===== src/rtl/sfft_output_arbiter.sv =====
// Read-port arbiter for the SFFT output buffer: host vs. peak finder, frame
// availability tracking, buffer hold line, frame counter and overrun flag.
module sfft_output_arbiter #(
    parameter int NFFT_LOG2 = 9,
    parameter int DATA_W    = 32,
    parameter int TIME_W    = 32
) (
    input  logic                 clk,
    input  logic                 reset,
    input  logic                 frame_valid,
    input  logic                 host_req,
    input  logic [NFFT_LOG2-1:0] host_addr,
    input  logic                 host_done,
    output logic                 host_ack,
    output logic [DATA_W-1:0]    host_data,
    input  logic                 peak_req,
    input  logic [NFFT_LOG2-1:0] peak_addr,
    output logic                 peak_ack,
    output logic [DATA_W-1:0]    peak_data,
    output logic [NFFT_LOG2-1:0] mem_addr,
    input  logic [DATA_W-1:0]    mem_rdata,
    output logic                 mem_hold,
    output logic [TIME_W-1:0]    frame_count,
    output logic                 overrun
);
    // state     | meaning
    // ACC_ARB   | pick a winner, register its address
    // ACC_WAIT  | RAM samples mem_addr
    // ACC_RESP  | winner's ack high, data valid
    // FR_EMPTY  | no unread frame in the buffer
    // FR_AVAIL  | a frame is available, pipeline may still replace it
    // FR_LOCKED | host is reading; buffer held, new frames dropped
    typedef enum logic [1:0] {ACC_ARB, ACC_WAIT, ACC_RESP} acc_e;
    typedef enum logic [1:0] {FR_EMPTY, FR_AVAIL, FR_LOCKED} fr_e;

    localparam logic GR_HOST = 1'b0;
    localparam logic GR_PEAK = 1'b1;
    localparam logic [TIME_W-1:0] CNT_ONE = {{(TIME_W-1){1'b0}}, 1'b1};

    acc_e                 acc_q, acc_d;
    fr_e                  fr_q, fr_d;
    logic                 last_q, last_d;
    logic                 win_q, win_d;
    logic                 win_sel;
    logic                 host_grant;
    logic                 peak_elig;
    logic [NFFT_LOG2-1:0] addr_q, addr_d;
    logic                 hack_q, hack_d;
    logic                 pack_q, pack_d;
    logic [DATA_W-1:0]    hdata_q, hdata_d;
    logic [DATA_W-1:0]    pdata_q, pdata_d;
    logic [TIME_W-1:0]    cnt_q, cnt_d;
    logic                 ovr_q, ovr_d;

    assign peak_elig = peak_req && (fr_q != FR_EMPTY);

    always_comb begin
        acc_d      = acc_q;
        last_d     = last_q;
        win_d      = win_q;
        win_sel    = GR_HOST;
        host_grant = 1'b0;
        addr_d     = addr_q;
        hack_d     = 1'b0;
        pack_d     = 1'b0;
        hdata_d    = hdata_q;
        pdata_d    = pdata_q;
        case (acc_q)
            ACC_ARB: begin
                if (host_req || peak_elig) begin
                    // On a tie the requester that did not win last time goes first
                    if (host_req && peak_elig)
                        win_sel = (last_q == GR_PEAK) ? GR_HOST : GR_PEAK;
                    else
                        win_sel = host_req ? GR_HOST : GR_PEAK;
                    win_d      = win_sel;
                    last_d     = win_sel;
                    addr_d     = (win_sel == GR_HOST) ? host_addr : peak_addr;
                    host_grant = (win_sel == GR_HOST);
                    acc_d      = ACC_WAIT;
                end
            end
            ACC_WAIT: begin
                acc_d = ACC_RESP;
                if (win_q == GR_HOST) begin
                    hdata_d = mem_rdata;
                    hack_d  = 1'b1;
                end else begin
                    pdata_d = mem_rdata;
                    pack_d  = 1'b1;
                end
            end
            default: acc_d = ACC_ARB;
        endcase
    end

    always_comb begin
        fr_d  = fr_q;
        cnt_d = cnt_q;
        ovr_d = ovr_q;
        case (fr_q)
            FR_EMPTY: begin
                if (frame_valid) begin
                    fr_d  = FR_AVAIL;
                    cnt_d = cnt_q + CNT_ONE;
                end
            end
            FR_AVAIL: begin
                if (frame_valid)
                    cnt_d = cnt_q + CNT_ONE;
                if (host_grant) begin
                    fr_d  = FR_LOCKED;
                    ovr_d = 1'b0;
                end
            end
            FR_LOCKED: begin
                // Release takes priority; a coincident frame is then accepted
                if (host_done) begin
                    if (frame_valid) begin
                        fr_d  = FR_AVAIL;
                        cnt_d = cnt_q + CNT_ONE;
                    end else begin
                        fr_d = FR_EMPTY;
                    end
                end else if (frame_valid) begin
                    ovr_d = 1'b1;
                end
            end
            default: fr_d = FR_EMPTY;
        endcase
    end

    always_ff @(posedge clk) begin
        if (reset) begin
            acc_q   <= ACC_ARB;
            fr_q    <= FR_EMPTY;
            last_q  <= GR_PEAK;
            win_q   <= GR_HOST;
            addr_q  <= '0;
            hack_q  <= 1'b0;
            pack_q  <= 1'b0;
            hdata_q <= '0;
            pdata_q <= '0;
            cnt_q   <= '0;
            ovr_q   <= 1'b0;
        end else begin
            acc_q   <= acc_d;
            fr_q    <= fr_d;
            last_q  <= last_d;
            win_q   <= win_d;
            addr_q  <= addr_d;
            hack_q  <= hack_d;
            pack_q  <= pack_d;
            hdata_q <= hdata_d;
            pdata_q <= pdata_d;
            cnt_q   <= cnt_d;
            ovr_q   <= ovr_d;
        end
    end

    assign host_ack    = hack_q;
    assign host_data   = hdata_q;
    assign peak_ack    = pack_q;
    assign peak_data   = pdata_q;
    assign mem_addr    = addr_q;
    assign mem_hold    = (fr_q == FR_LOCKED);
    assign frame_count = cnt_q;
    assign overrun     = ovr_q;
endmodule


===== config.mk =====
export PLATFORM = sky130hd
export DESIGN_NAME = sfft_output_arbiter
export DESIGN_NICKNAME = d
export VERILOG_FILES = /design/src/rtl/sfft_output_arbiter.sv
export SDC_FILE = /design/constraint.sdc
export NUM_CORES = 1
export LEC_CHECK = 0
export CORE_MARGIN = 4
export CORE_UTILIZATION = 48
export DETAILED_ROUTE_END_ITERATION = 7
export GPL_TIMING_DRIVEN = 0
export MAX_ROUTING_LAYER = met4
export PLACE_DENSITY = 0.85
export SYNTH_ARGS = -nofsm -noshare
export SYNTH_HDL_FRONTEND = slang
export SYNTH_SLANG_ARGS = --single-unit

===== constraint.sdc =====
create_clock -name clk -period 4.8 [get_ports clk]
set_input_delay 1.2 -clock clk [delete_from_list [all_inputs] [get_ports clk]]
set_output_delay 1.2 -clock clk [all_outputs]
set_load 0.005 [all_outputs]

### Word-level counts from Yosys, hierarchy flattened

Cells that the tools add are included.

| operators by class | value |
|---|---|
| bitwise gates (word level) | 3 |
| reductions and logical operators | 16 |
| muxes and demuxes | 24 |
| equal/unequal tests | 9 |
| add/sub/neg operators | 1 |

Operators with widths:

| kind | number |
|---|---|
| $mux 32 | 2 |
| $pmux 32 s2 | 1 |
| $add 32x1->32 const B | 1 |
| $mux 1 | 13 |
| $ne 2x2->1 const B | 6 |
| $mux 9 | 1 |
| $mux 2 | 4 |
| $reduce_and 2->1 | 4 |
| $pmux 2 s3 | 1 |
| $reduce_bool 2->1 | 3 |
| $eq 2x1->1 const B | 2 |
| $logic_not 2->1 | 2 |
| $pmux 2 s2 | 1 |
| $reduce_and 4->1 | 1 |
| $reduce_or 2->1 | 2 |
| $not 1->1 | 3 |
| $reduce_and 3->1 | 1 |
| $eq 2x2->1 const B | 1 |
| $logic_and 1x1->1 | 2 |
| $pmux 1 s2 | 1 |
| $logic_or 1x1->1 | 1 |

| word-level totals | value |
|---|---|
| input bits | 56 |
| flip-flop bits (word level) | 114 |
| output and inout port bits | 109 |

### Logic depth before layout (Yosys ltp)

Gate-level depths: netlist (run 1).

| depth | value |
|---|---|
| word-level depth | 11 |
| gate-level depth with buffers | 6 |

### Worst setup path after synthesis (run 1)

Ideal clock, no wire load.

| timing | value |
|---|---|
| kind | input -> register |
| from | input frame_valid |
| to | register cnt_q[27] (netlist: frame_count[27]) |
| library setup time | 0.121 ns |
| stages on the path | 5 |
| data arrival time | 2.507 ns |
| setup slack | 2.173 ns |
| buffers on the path | 1 |
| path through | nand3_1 -> a2111o_1 -> clkbuf_1 -> nor4_1 -> mux2_2 |

| on the way | value |
|---|---|
| word-level cells in the longest chain between the ends | 3 |

RTL lines:

| what | RTL line | RTL |
|---|---|---|
| from (decl) | 10 | `input logic frame_valid,` |
| $mux 32 * | -- |  |
| $mux 32 | -- |  |
| $pmux 32 s2 * | -- |  |
| to (signal assigned) | 156 | `cnt_q <= cnt_d;` |
| to (decl) | 52 | `logic [TIME_W-1:0] cnt_q, cnt_d;` |

Mark *: on every way between the ends. The rest lies on a longest branch, timed or not. The select of a mux whose other input is x is not followed.
A chain may end at the register's enable or synchronous reset.

### Worst setup path in the final report (run 1)

| timing | value |
|---|---|
| from | register fr_q[1] |
| to | output mem_hold |

| on the way | value |
|---|---|
| word-level cells in the longest chain between the ends | 1 |

RTL lines:

| what | RTL line | RTL |
|---|---|---|
| from (decl) | 41 | `fr_e fr_q, fr_d;` |
| from (signal assigned) | 148 | `fr_q <= fr_d;` |
| $eq 2x2->1 | 166 | `assign mem_hold = (fr_q == FR_LOCKED);` |
| to (decl) | 22 | `output logic mem_hold,` |

Every way passes these cells.

==> results of run 1 <==
[where the power goes]
part	leakage (uW)	switching [uW]	internal, uW
sequential	0.000925	25.1	986
clock	0.000296	417	861
combinational	0.00109	123	133
total	0.00231	565	1980
[worst max-delay path: cells and delay by family (launching register included)]
kind                   cells  cell delay, ps
buffers and inverters      3            1220
flip-flops                 1             310
AND/OR/NAND/NOR            1             230
[cell families (layout without fill, tap and decap cells)]
family / after synthesis / in the layout
AND/OR/NAND/NOR: 252 / 252
XOR/XNOR: 8 / 8
flip-flops: 114 / 114
adder cells (fa/ha/maj): 1 / 1
buffers and inverters: 48 / 242
AO/OA/AOI/OAI: 137 / 137
multiplexers: 4 / 4
[layer usage]
metal	vias to the layer above	GRT usage
met5	-	-
met4	0	0.0947
met3	36	0.0593
met2	211	0.458
met1	2320	0.312
li1	2313	-
[cell type report]
class,count,area (um^2)
fill,628,2300
sequential,114,2280
multi-input combinational,402,2060
timing repair buffer,163,1630
clock buffer,20,445
clock inverter,11,160
buffer,38,144
tap,111,139
inverter,10,37.5
[placed cells by master, fill, tap and decap left out, types with 2 or more instances in the layout]
cell type,Yosys,layout
xnor2_1,8,8
clkbuf_8,0,3
nand4_1,10,10
dfxtp_1,114,114
clkinvlp_4,0,2
clkbuf_1,36,37
nand3_1,8,8
a311oi_1,9,9
bufinv_16,0,4
inv_1,10,10
or3_1,8,8
mux2_2,3,3
nand2b_1,3,3
a2111o_1,3,3
nor2b_1,3,3
nor4_1,2,2
clkdlybuf4s50_1,0,163
or4_1,12,12
clkbuf_16,0,16
a2111oi_0,2,2
a21oi_1,88,88
and4_1,4,4
o31ai_1,13,13
clkinv_2,0,5
nor2_1,34,34
nand2_1,159,159
a211oi_1,5,5
nor3_1,5,5
o21ai_0,9,9
[through the flow]
stage | total power, uW | utilization | cells | hold WS, ps | area (um^2)
3_3_place_gp | 1280 | 0.684 | 838 | 442 | 6290
4_1_cts | 2560 | 0.750 | 869 | 456 | 6900
6_report | 2550 | 0.750 | 869 | 454 | 6900
5_1_grt | 2630 | 0.750 | 869 | 470 | 6900
2_1_floorplan | 1130 | - | 564 | 453 | 4520
3_5_place_dp | 1280 | 0.684 | 838 | 448 | 6290
[final timing paths]
kind | to | slack, ps
setup / recovery | mem_hold | 1330
hold / removal | peak_data[1] | 450
setup reg to reg | frame_count[27] | 2550
hold reg to reg | peak_data[1] | 450
[registers in the layout, indices dropped and copies added, names as in the netlist]
name / flops
acc_q: 2
overrun: 1
peak_ack: 1
frame_count: 32
host_ack: 1
host_data: 32
mem_addr: 9
fr_q: 2
last_q: 1
peak_data: 32
win_q: 1
==> insert_results.sql, run 1 <==
INSERT INTO impl_metrics (metric_group, metric, value, unit) VALUES
('power', 'powerDensity', '369', 'nW/um^2'),
('logic_synthesis', 'synth-seq-cells', '114', ''),
('sta', 'slew_viol_final', '0', ''),
('drt', 'routed-wl-met3', '896', 'um'),
('clock_tree', 'clockBufferDepth', '2', ''),
('sta', 'setup_viol', '0', ''),
('drt', 'detail_route.drc_violations', '0', ''),
('global_route', 'grt_antenna_before_repair', '0', ''),
('global_route', 'total_gr_overflow', '0', ''),
('layout', 'nNetsFinal', '803', ''),
('logic_synthesis', 'post_synth_most_frequent_cells', '159 x nand2_1, 114 x dfxtp_1, 88 x a21oi_1', ''),
('clock_tree', 'root_buffer', 'clkbuf_8', ''),
('drt', 'routed_wirelength', '14400', 'um'),
('sta', 'final_min_period_over_clock_period', '0.723', ''),
('worst_setup_path', 'worstPathRequired', '3600', 'ps'),
('worst_setup_path', 'worst_path_largest_cell_delay', '530', 'ps'),
('floorplanning', 'fp.dieH', '105', 'um'),
('clock_tree', 'clk_latency', '500', 'ps'),
('place', 'pre_cts_worst_setup_slack', '1330', 'ps'),
('hold_path', 'hold_path.startpoint', 'peak_data[1]', ''),
('global_route', 'global_route_wire_length_before_repair', '23500', 'um'),
('drt', 'topRoutingLayerUsed', 'met4', ''),
('place', 'hpwl', '10300', 'um'),
('sta', 'fin_worst_skew', '7.55', 'ps'),
('drt', 'routed-via-count', '4880', ''),
('logic_synthesis', 'syn_avg_cell_area', '8.02', 'um^2'),
('worst_setup_path', 'crit_fanout', '10', ''),
('worst_setup_path', 'critPathMostFrequentCell', 'clkbuf_1', ''),
('logic_synthesis', 'seq_area_frac_synth', '0.505', ''),
('drt', 'wl_per_cell', '16.6', 'um'),
('worst_setup_path', 'crit_path_cell_trace', 'clkbuf_1, clkbuf_1, nor2b_1, clkdlybuf4s50_1', ''),
('logic_synthesis', 'synth.net_count', '621', ''),
('logic_synthesis', 'post_synth_num_cell_types', '39', ''),
('run', 'drv_cap', '0', ''),
('worst_setup_path', 'worstSetupPathType', 'flip-flop to output pin', ''),
('worst_setup_path', 'kind_of_start_point_of_the_critical_path', 'flip-flop', ''),
('logic_synthesis', 'synthSimpleGateAreaFrac', '0.247', ''),
('clock_tree', 'cts_repair_resize_count', '0', ''),
('power', 'leakagePower', '0.00231', 'uW'),
('clock_tree', 'cts.htree.levels', '4', ''),
('outcome', 'status', 'complete, no violations', ''),
('logic_synthesis', 'share_of_cell_area_taken_by_muxes_after_synthesis', '0.00968', ''),
('clock_tree', 'cts.sink_count', '114', ''),
('layout', 'antenna_cells', '0', ''),
('logic_synthesis', 'synth_top_cells_by_area', 'dfxtp_1 50%, nand2_1 13%, a21oi_1 9.7%', ''),
('logic_synthesis', 'synth_compound_area_frac', '0.180', ''),
('global_route', 'track_usage', '0.269', ''),
('worst_setup_path', 'cp-startpoint', 'fr_q[1]', ''),
('worst_setup_path', 'reg2regPathDepth', '5', ''),
('sta', 'worst_slew_pin_slew', '708', 'ps'),
('logic_synthesis', 'synth_enable_flop_cells', '0', ''),
('clock_tree', 'cts_hold_repair.buffers', '0', ''),
('worst_setup_path', 'critPathCaptureType', 'output pin', ''),
('drt', 'drt-initial-drc-count', '270', ''),
('sta', 'final.setup.tns', '0', 'ps'),
('drt', 'viasPerCell', '5.62', ''),
('logic_synthesis', 'syn_area', '4520', 'um^2'),
('logic_synthesis', 'yosysWarningCount', '0', ''),
('clock_tree', 'numCtsBuffers', '17', ''),
('logic_synthesis', 'synth_xor_area_frac', '0.0155', ''),
('layout', 'drive_above_1_share', '0.0488', ''),
('floorplanning', 'design.portCount', '165', ''),
('logic_synthesis', 'yosys.area_share.adder', '0.00277', ''),
('logic_synthesis', 'syn_inst', '564', ''),
('logic_synthesis', 'postSynth.topFlopCell', 'dfxtp_1', ''),
('floorplanning', 'std_cell_rows', '35', ''),
('layout', 'syn_to_final_growth', '52.5', '%'),
('sta', 'slew-limit-headroom', '0.525', ''),
('hold_path', 'worst_hold_path_type', 'flip-flop to flip-flop', ''),
('worst_setup_path', 'cp_slowest_cell', 'clkdlybuf4s50_1', ''),
('clock_tree', 'clock_transition_at_path_regs', '60', 'ps');
Power figures use the tool's default switching activity.
==> inputs of run 2 (changes only) <==
Settings changed: CORE_UTILIZATION 48 to 44, PLACE_DENSITY 0.85 to 0.79.
Clock period 4.8 ns to 3.2 ns, I/O delays scaled along.
==> run 2 against run 1 <==
Routed wire length shrank 2.7%. Cell count is 2.6% higher. Clock skew up 3.6 ps. Die area rose by 8.4%. Critical path depth stayed put. Register-to-register slack lost 1500 ps. Count of clock-buffer cells in the layout fell by 1.
==> insert_results.sql, run 2 (synthesis results as in run 1) <==
INSERT INTO impl_metrics (metric_group, metric, value, unit) VALUES
('outcome', 'status', 'complete, no violations', ''),
('layout', 'drive_above_1_share', '0.0514', ''),
('clock_tree', 'clockBufferDepth', '2', ''),
('floorplanning', 'die_width', '109', 'um'),
('clock_tree', 'clock_transition_at_path_regs', '60', 'ps'),
('drt', 'detail_route.drc_violations', '0', ''),
('layout', 'final.fill_count', '820', ''),
('hold_path', 'worst_hold_path_type', 'flip-flop to flip-flop', ''),
('floorplanning', 'die-area', '12000', 'um^2'),
('floorplanning', 'fp.dieH', '109', 'um'),
('layout', 'nNetsFinal', '803', ''),
('worst_setup_path', 'worstPathRequired', '2400', 'ps'),
('layout', 'layout.cells.most_common', 'clkdlybuf4s50_1', ''),
('worst_setup_path', 'worst_r2r_endpoint', 'frame_count[27]', ''),
('sta', 'unrepaired_setup_endpoints_after_global_routing', 'false', ''),
('global_route', 'vias_in_the_first_global_route', '4711', ''),
('hold_path', 'whs_endpoint', 'peak_data[18]', ''),
('clock_tree', 'numCtsBuffers', '17', ''),
('global_route', 'global_route_wire_length_before_repair', '22500', 'um'),
('worst_setup_path', 'kind_of_start_point_of_the_critical_path', 'flip-flop', ''),
('place', 'gp_congestion', '0.866', ''),
('layout', 'final_core_util', '0.698', ''),
('clock_tree', 'cts_tree', 'yes', ''),
('sta', 'fin_worst_skew', '11.2', 'ps'),
('worst_setup_path', 'reg2regPathDepth', '5', ''),
('global_route', 'track_usage', '0.245', ''),
('power', 'leakagePower', '0.00230', 'uW'),
('drt', 'wl_per_cell', '15.7', 'um'),
('layout', 'syn_to_final_growth', '52.9', '%'),
('drt', 'routed-via-count', '4692', ''),
('floorplanning', 'start_util', '0.456', ''),
('sta', 'max_freq', '342', 'MHz'),
('layout', 'layout_common_cells', '163 x clkdlybuf4s50_1, 159 x nand2_1, 114 x dfxtp_1, 88 x a21oi_1, 36 x clkbuf_1', ''),
('sta', 'worst_slew_pin_slew', '748', 'ps'),
('global_route', 'grt_start_max_net_pins', '17', ''),
('worst_setup_path', 'rr_startpoint', 'frame_count[4]', ''),
('drt', 'viasPerCell', '5.26', ''),
('place', 'hpwl', '10300', 'um'),
('sta', 'final.setup.tns', '0', 'ps'),
('place', 'numPortBuffers', '163', ''),
('drt', 'antenna_left', '0', ''),
('worst_setup_path', 'reg2reg_setup_slack', '1030', 'ps'),
('drt', 'routed_wirelength', '14000', 'um'),
('clock_tree', 'root_buffer', 'clkbuf_8', ''),
('floorplanning', 'core_area', '9910', 'um^2'),
('worst_setup_path', 'worstSetupPathType', 'flip-flop to output pin', ''),
('power', 'powerDensity', '544', 'nW/um^2'),
('floorplanning', 'std_cell_rows', '36', ''),
('clock_tree', 'clk_latency', '510', 'ps'),
('sta', 'report.final.hold_viol_count', '0', ''),
('drt', 'drt_pass1_iterations', '4', ''),
('sta', 'slew_viol_final', '0', ''),
('clock_tree', 'cts.sink_count', '114', ''),
('hold_path', 'hold_path_depth', '2', ''),
('layout', 'antenna_cells', '0', ''),
('worst_setup_path', 'crit_fanout', '10', ''),
('sta', 'period_minus_slack', '2930', 'ps'),
('sta', 'final_min_period_over_clock_period', '0.915', ''),
('drt', 'drt-initial-drc-count', '286', ''),
('worst_setup_path', 'worst_ep_arrival_time', '2130', 'ps'),
('worst_setup_path', 'critPathCaptureType', 'output pin', ''),
('sta', 'slew-limit-headroom', '0.498', ''),
('power', 'irDropWorstVdd', '436', 'uV'),
('global_route', 'grt_antenna_before_repair', '0', ''),
('global_route', 'total_gr_overflow', '0', ''),
('run', 'drv_cap', '0', ''),
('floorplanning', 'design.portCount', '165', ''),
('clock_tree', 'cts.htree.levels', '4', ''),
('hold_path', 'hold_path.startpoint', 'peak_data[18]', ''),
('sta', 'setup_viol', '0', '');
[run 2: cell count changes in the layout (fill, tap and decap cells not counted)]
| cell | previous run | this run |
|---|---|---|
| clkbuf_2 | 0 | 1 |
| clkbuf_1 | 37 | 36 |
| bufinv_16 | 4 | 3 |
| clkinv_4 | 0 | 3 |
| clkinv_2 | 5 | 3 |
| clkinvlp_4 | 2 | 4 |
| clkbuf_8 | 3 | 2 |
[run 2: area by class of cell]
type                    instances  area [um^2]  share of cell area
flip-flops and latches        114         2280               0.330
multi-input cells             402         2060               0.298
repair buffers                163         1630               0.236
clock buffers                  19          432              0.0624
well taps                     133          166              0.0241
clock inverters                13          161              0.0233
plain buffers                  38          145              0.0210
inverters                      10         37.5             0.00543
[run 2: worst max path at each step]
stage,from,end
6_report,fr_q[1],mem_hold
5_1_grt,fr_q[1],mem_hold
2_1_floorplan,frame_valid,frame_count[27]
3_5_place_dp,frame_valid,frame_count[27]
4_1_cts,fr_q[1],mem_hold
3_3_place_gp,frame_valid,frame_count[27]
[run 2: layer usage]
metal	routed length (um)	GRT usage	vias to the layer above
met1	5890	0.291	2178
li1	-	-	2329
met5	0	-	-
met4	368	0.104	0
met3	808	0.0575	31
met2	6930	0.399	154
[run 2: timing repair]
| item | 4_1_cts | 5_1_grt |
|---|---|---|
| gates resized for setup | 0 | 2 |
| endpoints found under the hold margin | 0 | 0 |
| hold buffers | 0 | 0 |
| setup endpoints to repair | 0 | 1 |
| setup buffers | 0 | 0 |
[run 2: critical path: stages (launching register included)]
cell and delay (ps):
dfxtp_1 310, clkbuf_1 300, clkbuf_2 280, nor2b_1 210
clkdlybuf4s50_1 530
[run 2: per-stage QoR]
step	cell area [um^2]	instances	hold WS (ps)	total power (uW)	setup WS, ps
final	6910	892	452	3760	272
after global routing	6910	892	475	3910	112
after CTS	6910	892	455	3790	136
after detailed placement	6320	860	447	1930	183
after global placement	6320	860	442	1910	226
after floorplan	4520	564	453	1690	973
[run 2: power breakdown]
part / internal (uW) / leakage, uW / switching [uW] / total [uW]
sequential: 1480 / 0.000925 / 37.7 / 1520
combinational: 200 / 0.00110 / 183 / 383
clock: 1200 / 0.000280 / 662 / 1870
total: 2880 / 0.00230 / 882 / 3760
==> variant 1: new RTL, config.mk and constraints of run 2 <==
Remove the case item `FR_LOCKED` of the case on `fr_q`.
--- a/src/rtl/sfft_output_arbiter.sv
+++ b/src/rtl/sfft_output_arbiter.sv
@@ -115,15 +115,2 @@
             end
-            FR_LOCKED: begin
-                // Release takes priority; a coincident frame is then accepted
-                if (host_done) begin
-                    if (frame_valid) begin
-                        fr_d  = FR_AVAIL;
-                        cnt_d = cnt_q + CNT_ONE;
-                    end else begin
-                        fr_d = FR_EMPTY;
-                    end
-                end else if (frame_valid) begin
-                    ovr_d = 1'b1;
-                end
-            end
             default: fr_d = FR_EMPTY;
Function: changed (a bounded check fails within 4 cycles, from zero or initial values and one cycle with reset high).
==> variant 1 against run 2 <==
  * Area after synthesis decreased by 3.0%
  * Design area decreased by 3.0%
  * Routed wire length decreased by 6.3%
  * Power decreased by 5.4%
  * Sequential cell count decreased by 1
  * Final cell count decreased by 2.8%
  * Worst setup slack improved by 0.33 ns
  * Worst hold slack got worse by 0.0013 ns
  * Clock power decreased by 9%
  * Combinational power decreased by 8.4%
  * Critical path type is now input port to flip-flop
==> variant 1: results (changes against run 2) <==
{| class="wikitable"
! Metric !! Value
|-
| Number of nets in the final layout || 778 (was 803)
|-
| DR vias/cell || 5.21 (was 5.26)
|-
| Synth top area cells || sky130_fd_sc_hd__dfxtp_1 52%, sky130_fd_sc_hd__nand2_1 13%, sky130_fd_sc_hd__a21oi_1 9.7%, sky130_fd_sc_hd__clkbuf_1 2.7%, sky130_fd_sc_hd__nor2_1 2.5% (was sky130_fd_sc_hd__dfxtp_1 50%, sky130_fd_sc_hd__nand2_1 13%, sky130_fd_sc_hd__a21oi_1 9.7%, sky130_fd_sc_hd__clkbuf_1 3.0%, sky130_fd_sc_hd__nor2_1 2.8%)
|-
| Switching pwr || 862 uW (was 882 uW)
|-
| Total via count in the routed design || 4513 (was 4692)
|-
| Total detailed-routing wirelength || 13100 um (was 14000 um)
|-
| Worst Path Arrival || 2.97 ns (was 2.13 ns)
|-
| Worst slew slack as a fraction of its limit || 52.1% (was 49.8%)
|-
| Total of buffers placed on input and output ports || 161 (was 163)
|-
| Skew final || 0.00782 ns (was 0.0112 ns)
|-
| Xor and xnor fraction of the mapped netlist area || 2.00% (was 1.55%)
|-
| Top cells by instance count after synthesis || 157 x sky130_fd_sc_hd__nand2_1, 113 x sky130_fd_sc_hd__dfxtp_1, 85 x sky130_fd_sc_hd__a21oi_1 (was 159 x sky130_fd_sc_hd__nand2_1, 114 x sky130_fd_sc_hd__dfxtp_1, 88 x sky130_fd_sc_hd__a21oi_1)
|-
| Result of the run || finished clean (unchanged)
|-
| Tightest hold margin || 0.450 ns (was 0.452 ns)
|-
| Setup slack after placement || 0.0825 ns (was 0.183 ns)
|-
| Library cells used by synthesis || 36 (was 39)
|-
| Inst Count DP || 835 (was 860)
|-
| Worst stage delay on the critical path || 0.58 ns (was 0.53 ns)
|-
| Beginning of the critical path || frame_valid (was fr_q[1])
|-
| Fraction of the mapped netlist area in compound gates || 15.5% (was 18.0%)
|-
| Share of the yosys chip area belonging to registers || 51.6% (was 50.5%)
|-
| Static leakage || 0.00229 uW (was 0.00230 uW)
|-
| Mapped Cells || 541 (was 564)
|-
| Overall Global Routing Usage || 23.0% (was 24.5%)
|-
| DRC violation total after the first TritonRoute iteration || 177 (was 286)
|-
| End point of the critical path || frame_count[26] (was mem_hold)
|-
| Routability Congestion || 0.863 (was 0.866)
|-
| Hold Path Sink || host_data[2] (was peak_data[18])
|-
| Portion of netlist area occupied by mux cells || 0.228% (was 0.968%)
|}
-- variant 1: cell count changes in the layout (fill, tap and decap cells not counted), moves of 4 or more --
| cell | run 2 | this run |
|---|---|---|
| sky130_fd_sc_hd__xor2_1 | 0 | 7 |
| sky130_fd_sc_hd__inv_1 | 10 | 5 |
| sky130_fd_sc_hd__xnor2_1 | 8 | 3 |
| sky130_fd_sc_hd__and3_1 | 0 | 5 |
| sky130_fd_sc_hd__nor2_1 | 34 | 29 |
| sky130_fd_sc_hd__a211oi_1 | 5 | 1 |
-- variant 1: layout make-up --
| type | count | area, sq um |
|---|---|---|
| clock buffer | 19 | 432 |
| inverter | 5 | 18.8 |
| tap | 133 | 166 |
| multi-input combinational | 387 | 1950 |
| buffer | 36 | 154 |
| fill | 823 | 3020 |
| sequential | 113 | 2260 |
| timing repair buffer | 161 | 1610 |
| clock inverter | 13 | 113 |
-- variant 1: logic make-up (layout without fill, tap and decap cells) --
family                     count (synthesis)  after routing
xor gates and xnor gates                  10             10
other                                      1              1
AOI/OAI and AO/OA                        121            121
DFF                                      113            113
muxes                                      1              1
buffers and inverters                     41            234
adders and majority gates                  1              1
and+or+nand+nor                          253            253
-- variant 1: per-layer routing --
metal	wire length [um]	part of all wire, %	track usage [%]
met5	0	0	-
met4	328	2.5	9.74
met3	756	5.8	4.62
met2	6730	51	38.8
met1	5300	40	26.6
-- variant 1: power groups by stage --
| stage | Sequential [uW] | Clock (uW) | Combinational (uW) |
|---|---|---|---|
| floorplan | 1530 | 0 | 133 |
| detailed placement | 1530 | 0 | 351 |
| global route | 1500 | 1790 | 386 |
| CTS | 1500 | 1720 | 355 |
| finish | 1500 | 1710 | 351 |
| global placement | 1520 | 0 | 343 |
==> variant 2: new RTL, flow settings as in run 2 <==
Without the edit above. The parameter `DATA_W` goes from 32 to 48.
--- a/src/rtl/sfft_output_arbiter.sv
+++ b/src/rtl/sfft_output_arbiter.sv
@@ -4,3 +4,3 @@
     parameter int NFFT_LOG2 = 9,
-    parameter int DATA_W    = 32,
+    parameter int DATA_W    = 48,
     parameter int TIME_W    = 32
Interface: changed (resized host_data, mem_rdata and peak_data); port bits go from 165 to 213. No check against the original RTL was run, so the function may have changed too.
==> variant 2 against run 2 <==
  * First-iteration DRC count grew 49%
  * Clock power grew 5%
  * Routed wire length grew 25%
  * Sequential cell count grew 32
  * Area after synthesis grew 24%
  * Design area grew 24%
  * Power grew 17%
  * Worst setup slack gained 0.22 ns
  * Critical path type is now input port to flip-flop
==> variant 2: results (changes against run 2) <==
{| class="wikitable"
! Metric !! Value
|-
| Library cells used by synthesis || 42 (was 39)
|-
| Inst Count DP || 1086 (was 860)
|-
| Detail-routed net length per standard cell || 15.7 um (about the same)
|-
| DR vias/cell || 5.17 (was 5.26)
|-
| Setup slack after placement || 0.157 ns (was 0.183 ns)
|-
| Clock network latency to the later pin of the worst-skew pair || 0.42 ns (was 0.51 ns)
|-
| Wire length of the first global-routing pass || 27700 um (was 22500 um)
|-
| Pin count of the biggest net entering global routing || 17 (unchanged)
|-
| Share of final-layout standard cells stronger than drive strength 1 || 4.76% (was 5.14%)
|-
| Count of TritonRoute iterations in the first routing pass || 5 (was 4)
|-
| Number of nets in the final layout || 1006 (was 803)
|-
| Synth top area cells || sky130_fd_sc_hd__dfxtp_1 52%, sky130_fd_sc_hd__nand2_1 15%, sky130_fd_sc_hd__a21oi_1 10%, sky130_fd_sc_hd__clkbuf_1 2.9%, sky130_fd_sc_hd__nor2_1 2.6% (was sky130_fd_sc_hd__dfxtp_1 50%, sky130_fd_sc_hd__nand2_1 13%, sky130_fd_sc_hd__a21oi_1 9.7%, sky130_fd_sc_hd__clkbuf_1 3.0%, sky130_fd_sc_hd__nor2_1 2.8%)
|-
| IR Drop Worst-Case VDD || 0.288 mV (was 0.436 mV)
|-
| Worst Path Arrival || 3.01 ns (was 2.13 ns)
|-
| Buffer type at the clock tree root || sky130_fd_sc_hd__clkbuf_16 (was sky130_fd_sc_hd__clkbuf_8)
|-
| Total area of multi-input combinational cells || 2490 sq um (was 2060 sq um)
|-
| Async set-reset flop share out of synthesis || 0% (unchanged)
|-
| Min-Delay Path Class || flip-flop to flip-flop (unchanged)
|-
| Largest buffer count on any clock path || 2 (unchanged)
|-
| Clock-pin slew of the registers on the worst-case setup and hold paths || 0.06 ns (about the same)
|-
| Number of global-route vias before repair || 5491 (was 4711)
|-
| Routability Congestion || 0.828 (was 0.866)
|-
| Overall Global Routing Usage || 24.4% (was 24.5%)
|-
| Total of buffers placed on input and output ports || 212 (was 163)
|-
| Count of cells resized by post-cts repair || 0 (unchanged)
|-
| Result of the run || finished clean (unchanged)
|-
| Top cells by instance count after synthesis || 223 x sky130_fd_sc_hd__nand2_1, 146 x sky130_fd_sc_hd__dfxtp_1, 114 x sky130_fd_sc_hd__a21oi_1 (was 159 x sky130_fd_sc_hd__nand2_1, 114 x sky130_fd_sc_hd__dfxtp_1, 88 x sky130_fd_sc_hd__a21oi_1)
|-
| Number of filler cells placed in the layout || 1039 (was 820)
|-
| DPL Wire Length || 12700 um (was 10300 um)
|-
| Total via count in the routed design || 5782 (was 4692)
|-
| Share of the yosys chip area belonging to registers || 52.0% (was 50.5%)
|-
| Synthesized Nets || 775 (was 621)
|-
| DRC violation total after the first TritonRoute iteration || 425 (was 286)
|-
| Inserted Clock Buffers || 17 (unchanged)
|-
| Total placed instance area || 7960 sq um (was 6320 sq um)
|-
| Worst slew slack as a fraction of its limit || 50.2% (was 49.8%)
|-
| Mapped Cells || 702 (was 564)
|-
| Skew final || 0.00737 ns (was 0.0112 ns)
|-
| Static leakage || 0.00290 uW (was 0.00230 uW)
|}
variant 2: kinds of logic (layout without fill, tap and decap cells):
group / count (synthesis) / in the layout / synth area share, %
flip-flops: 146 / 146 / 52.0
AO/OA/AOI/OAI: 157 / 157 / 15.9
adder cells (fa/ha/maj): 1 / 1 / 0.222
buffers and inverters: 55 / 299 / 3.69
multiplexers: 10 / 10 / 1.98
AND/OR/NAND/NOR: 325 / 325 / 25.0
XOR/XNOR: 8 / 8 / 1.25
variant 2: report_power, final:
part	switching (uW)	internal, uW	total, uW
Combinational	243	258	501
Sequential	44.9	1890	1940
Clock	771	1190	1970
variant 2: cell type report:
type	count	share of cell area, %
Buffer	47	2.08
Clock buffer	21	5.38
Clock inverter	11	1.51
Inverter	8	0.351
Multi-Input combinational cell	501	29.2
Sequential cell	146	34.2
Tap cell	172	2.52
Timing Repair Buffer	212	24.8
variant 2: path summary, 6_finish.rpt:
kind | startpoint | endpoint | slack (ns) | cells past startpoint
max | host_done | frame_count[28] | 0.49 | 6
min | host_data[44] | host_data[44] | 0.45 | 2
max reg2reg | frame_count[5] | frame_count[28] | 1.01 | 5
min reg2reg | host_data[44] | host_data[44] | 0.45 | 2
variant 2: critical path, cell delays in order:
cell	delay, ns
sky130_fd_sc_hd__clkdlybuf4s50_1	0.57
sky130_fd_sc_hd__nor2b_1	0.45
sky130_fd_sc_hd__o2111ai_1	0.28
sky130_fd_sc_hd__clkbuf_1	0.28
sky130_fd_sc_hd__nor4_1	0.27
sky130_fd_sc_hd__mux2_2	0.37
variant 2: layer usage:
layer  part of all wire, %  up-vias  track usage [%]
met4                   3.8        0             11.4
met5                     0        -                -
met3                   6.2       39             5.50
met1                    42     2685             29.7
met2                    47      210             38.6
li1                      -     2848                -
